--- src/rtl/rle_pkg.sv ---
// Shared types and constants for the RLE stream arbiter.
package rle_pkg;

  typedef enum logic [1:0] {
    IDLE  = 2'd0,
    GRANT = 2'd1,
    FLUSH = 2'd2
  } state_e;

  localparam logic [7:0] FLUSH_BYTE_DEFAULT = 8'h00;

  // Pick a separator that can never extend the run formed by the packet's final byte.
  function automatic logic [7:0] sep_byte(input logic [7:0] flush_byte,
                                          input logic [7:0] last_byte);
    return (last_byte == flush_byte) ? ~flush_byte : flush_byte;
  endfunction

endpackage

--- src/rtl/rr_arbiter.sv ---
// Combinational round-robin picker: lowest requester at or after ptr, wrapping.
module rr_arbiter #(
  parameter int N_SRC = 4
) (
  input  logic [N_SRC-1:0]         req,
  input  logic [$clog2(N_SRC)-1:0] ptr,
  output logic [$clog2(N_SRC)-1:0] gnt_idx,
  output logic                     any_req
);

  localparam int IDX_W = $clog2(N_SRC);

  int               idx;
  logic [IDX_W-1:0] cand;

  // Walk the rotated order from farthest to nearest so the nearest hit wins.
  always_comb begin
    gnt_idx = '0;
    any_req = 1'b0;
    idx     = 0;
    cand    = '0;
    for (int k = N_SRC - 1; k >= 0; k--) begin
      idx = int'(ptr) + k;
      if (idx >= N_SRC) idx = idx - N_SRC;
      cand = IDX_W'(idx);
      if (req[cand]) begin
        gnt_idx = cand;
        any_req = 1'b1;
      end
    end
  end

endmodule

--- src/rtl/rle_stream_arbiter.sv ---
// Packet-granular round-robin arbiter feeding N byte streams into one RLE
// compressor, appending a run-breaking separator byte after every packet.
module rle_stream_arbiter
  import rle_pkg::*;
#(
  parameter int         N_SRC      = 4,
  parameter logic [7:0] FLUSH_BYTE = FLUSH_BYTE_DEFAULT
) (
  input  logic                     clk,
  input  logic                     rst,
  input  logic [N_SRC*8-1:0]       src_data,
  input  logic [N_SRC-1:0]         src_valid,
  input  logic [N_SRC-1:0]         src_last,
  output logic [N_SRC-1:0]         src_ready,
  output logic [7:0]               rle_data_in,
  output logic                     rle_valid_in,
  output logic [$clog2(N_SRC)-1:0] rle_src,
  output logic                     busy
);

  localparam int               IDX_W    = $clog2(N_SRC);
  localparam logic [IDX_W-1:0] LAST_IDX = IDX_W'(N_SRC - 1);

  state_e           state_q;
  logic [IDX_W-1:0] ptr_q;
  logic [IDX_W-1:0] grant_q;
  logic [7:0]       last_byte_q;
  logic [7:0]       rle_data_q;
  logic             rle_valid_q;
  logic [IDX_W-1:0] rle_src_q;

  logic [IDX_W-1:0] rr_idx;
  logic             rr_any;
  logic [7:0]       cur_byte;
  logic             xfer;

  rr_arbiter #(.N_SRC(N_SRC)) u_rr (
    .req     (src_valid),
    .ptr     (ptr_q),
    .gnt_idx (rr_idx),
    .any_req (rr_any)
  );

  assign cur_byte = src_data[{grant_q, 3'b000} +: 8];
  assign xfer     = (state_q == GRANT) && src_valid[grant_q];

  // Ready is a pure decode of registered state, so it is one-hot only while granted.
  assign src_ready    = (state_q == GRANT) ? (N_SRC'(1) << grant_q) : '0;
  assign busy         = (state_q != IDLE);
  assign rle_data_in  = rle_data_q;
  assign rle_valid_in = rle_valid_q;
  assign rle_src      = rle_src_q;

  // Arbitration FSM with registered compressor-side outputs.
  always_ff @(posedge clk) begin
    if (rst) begin
      state_q     <= IDLE;
      ptr_q       <= '0;
      grant_q     <= '0;
      last_byte_q <= 8'h00;
      rle_data_q  <= 8'h00;
      rle_valid_q <= 1'b0;
      rle_src_q   <= '0;
    end else begin
      case (state_q)
        IDLE: begin
          rle_valid_q <= 1'b0;
          if (rr_any) begin
            grant_q <= rr_idx;
            state_q <= GRANT;
          end
        end
        GRANT: begin
          if (xfer) begin
            rle_data_q  <= cur_byte;
            rle_valid_q <= 1'b1;
            rle_src_q   <= grant_q;
            last_byte_q <= cur_byte;
            if (src_last[grant_q]) state_q <= FLUSH;
          end else begin
            rle_valid_q <= 1'b0;
          end
        end
        FLUSH: begin
          rle_data_q  <= sep_byte(FLUSH_BYTE, last_byte_q);
          rle_valid_q <= 1'b1;
          rle_src_q   <= grant_q;
          ptr_q       <= (grant_q == LAST_IDX) ? '0 : grant_q + IDX_W'(1);
          state_q     <= IDLE;
        end
        default: begin
          rle_valid_q <= 1'b0;
          state_q     <= IDLE;
        end
      endcase
    end
  end

endmodule

--- config.mk ---
export PLATFORM = sky130hd
export DESIGN_NAME = rle_stream_arbiter
export DESIGN_NICKNAME = d
export VERILOG_FILES = /design/src/rtl/rle_pkg.sv /design/src/rtl/rr_arbiter.sv /design/src/rtl/rle_stream_arbiter.sv
export SDC_FILE = /design/constraint.sdc
export NUM_CORES = 1
export LEC_CHECK = 0
export BUFFER_PORTS_ARGS = -buffer_cell sky130_fd_sc_hd__buf_4
export CORE_MARGIN = 3
export CORE_UTILIZATION = 45
export CTS_BUF_LIST = sky130_fd_sc_hd__clkbuf_16
export DETAILED_ROUTE_END_ITERATION = 10
export GPL_ROUTABILITY_DRIVEN = 0
export PLACE_DENSITY = 0.73
export SETUP_SLACK_MARGIN = 0.3
export SLEW_MARGIN = 10
export SYNTH_ARGS = -nofsm -noshare
export SYNTH_HDL_FRONTEND = slang
export SYNTH_SLANG_ARGS = --single-unit
--- constraint.sdc ---
create_clock -name clk -period 2.4 [get_ports clk]
set_input_delay 0.6 -clock clk [delete_from_list [all_inputs] [get_ports clk]]
set_output_delay 0.6 -clock clk [all_outputs]
set_load 0.05 [all_outputs]
==> flow_summary.toml <==
[outcome]
status = "completed"

[global_routing]
grt_overflow_total = 0
grt_pass1_wl_mm = 6.382
grt_pass1_vias = 1386
grt_usage_pct = 19.78
antenna_found_initial = 0
grt_start_max_net_pins = 27

[sta]
setup_slack_ps = 381.2
setup-tns-final_ps = 0
max_freq_mhz = 495.3
max_slew_margin_pct = 65.88
min_period_over_period_pct = 84.12
rsz0062_at_grt = "no"
worst_pin_slew_ps = 511.8
fin_worst_skew_ps = 2.333
fin_crit_ps = 2019
finalHoldViolations = 0
setup_viol = 0
slew_viol_final = 0

[synth]
synthTopCellsByArea = "dfxtp_1, mux4_2, ha_1, nand2_1, mux4_1"
syn_area_sq_mm = 0.001481
synth-seq-cells = 25
synth_area_leader_cell = "dfxtp_1"
synth.distinct_cells = 30
synthArstFlopShare_pct = 0
ys.flop_type = "dfxtp_1"
syn_nets = 203
ys_warn_count = 0
ys_seq_area_share_pct = 33.78
syn_inst = 154
synth_top_area_share_pct = 33.78
synth_edf_count = 0
syn_avg_cell_area_sq_um = 9.620

[flow_run]
maxCapViolations = 0

[place]
io_buffers = 57
pre_cts_ws_ps = 443.3
placed_cell_area_sq_mm = 0.001938
dp_hpwl_mm = 2.913

[drt]
via_per_inst = 5.319
drtAntennaViolNets = 0
num_vias = 1351
finalWirelength_mm = 3.792
drtPass1Iterations = 4
dr.first_iter.drc_count = 39
drc = 0
wl_per_cell_microns = 14.93

[layout]
layout.nets = 260
stdcell_area_sq_mm = 0.002022
layout_common_cells = "buf_4, dfxtp_1, nand2_1"
drive_above_1_share_pct = 36.67
area_growth_pct = 36.49
final_common_cell = "buf_4"
fillCellCount = 273
n_antenna_cell = 0

[clock_network]
cts.sinks = 25
cts_buffers = 3
cts_root_buf = "clkbuf_16"
cts_buffer_depth = 2
clk_latency_ps = 250
clk_pin_slew_ps = 60
cts_max_level = 1
cts_tree = "done"
cts_setup_buffers = 0

[min_path]
hold_path.class = "reg -> reg"
hold_start = "last_byte_q[4]"
hold_path_end = "last_byte_q[4]"
hold_depth = 2

[setup_path]
regToRegEndpoint = "rle_data_in[7]"
critical_path_arrival_ps = 1420
start_kind = "flip-flop"
reg2reg_slack_ps = 590
cp.required_ps = 1800
critPathKind = "reg -> out"
rr_worst_depth = 5
cp-end-kind = "output port"
critPathMaxFanout = 13
worstReg2RegStart = "state_q[0]"

[die]
start_util_pct = 47.74
die_area_sq_mm = 0.004016
fp.dieW_microns = 63.38
std_cell_rows = 20
io_pins = 58
die_h_microns = 63.38
coreArea_sq_mm = 0.003103

[power]
p_leak_nw = 0.8680
vdd_drop_max_v = 0.0002770
total_power_mw = 1.395
powerDensity_mw_per_mm2 = 689.8
==> kinds of logic after synthesis <==
kind of cell               after synthesis  synth area share, %
buffers and inverters                   14                4.814
AOI/OAI and AO/OA                       31                14.95
adders and majority gates                7                5.912
and+or+nand+nor                         61                20.19
muxes                                   16                20.35
DFF                                     25                33.78
==> cells in the mapped netlist (2+ instances only) <==
library cell / n
mux4_1: 3
a211oi_1: 10
nand2_1: 22
clkbuf_1: 5
mux2i_1: 5
mux4_2: 7
nor3b_1: 2
and2_1: 4
inv_1: 5
nor2_1: 16
nand2b_1: 5
a21o_1: 2
or4_1: 3
buf_6: 2
ha_1: 7
or2b_1: 5
o21bai_1: 2
dfxtp_1: 25
a21oi_1: 13
==> what timing repair did <==
action,4_1_cts,5_1_grt
setup endpoints to repair,4,2
gates resized for setup,2,1
hold buffers,0,0
cloned,0,0
==> per-stage QoR <==
stage | utilization (%) | instances | hold WS [ps]
finish | 65.16 | 254 | 459.2
global route | 65.16 | 254 | 489.4
CTS | 65.12 | 254 | 459.3
detailed placement | 62.46 | 250 | 451.0
global placement | 62.46 | 250 | 439.3
floorplan | - | 154 | 430.8
==> area by class of cell <==
cell class                 count  area [sq um]  share of cell area [%]
multi-input combinational    115         912.1                   45.11
clock buffer                   3         75.07                   3.713
sequential                    25         503.0                   24.88
inverter                       6         22.52                   1.114
clock inverter                 1         3.754                  0.1856
timing repair buffer          60         450.4                   22.28
tap                           44         55.05                   2.723
==> how the worst max path moves through the flow <==
stage | start | endpoint | slack (ps) | cells after the start
floorplan | state_q[1] | src_ready[0] | 450 | 4
detailed placement | src_valid[3] | rle_src[1] | 440 | 5
finish | state_q[1] | src_ready[0] | 380 | 4
global placement | src_valid[3] | rle_src[1] | 480 | 5
global route | state_q[1] | src_ready[2] | 300 | 4
CTS | grant_q[0] | src_ready[0] | 320 | 4
==> routing by layer <==
metal  vias to the layer above  global-route usage, %  wire, microns
met4                         0                  6.199             48
li1                        662                      -              -
met3                         6                  3.030            187
met5                         -                      0              0
met1                       639                  23.16           1534
met2                        44                  36.51           2021
==> worst max-delay path, cell delays in order (launching register included) <==
cell,delay [ps]
dfxtp_1,320
inv_1,110
ha_2,360
and2_1,180
buf_4,190
==> where the power goes <==
group	internal, mW	total (mW)	switching, mW
Sequential	0.464	0.496	0.0320
Combinational	0.224	0.541	0.317
Clock	0.222	0.358	0.135
==> state kept, by name, summed over array words and instances, names as in the netlist <==
name and cells:
state_q 2, ptr_q 2, rle_src 2, grant_q 2, rle_valid_in 1, last_byte_q 8, rle_data_in 8
Power figures use the tool's default switching activity.
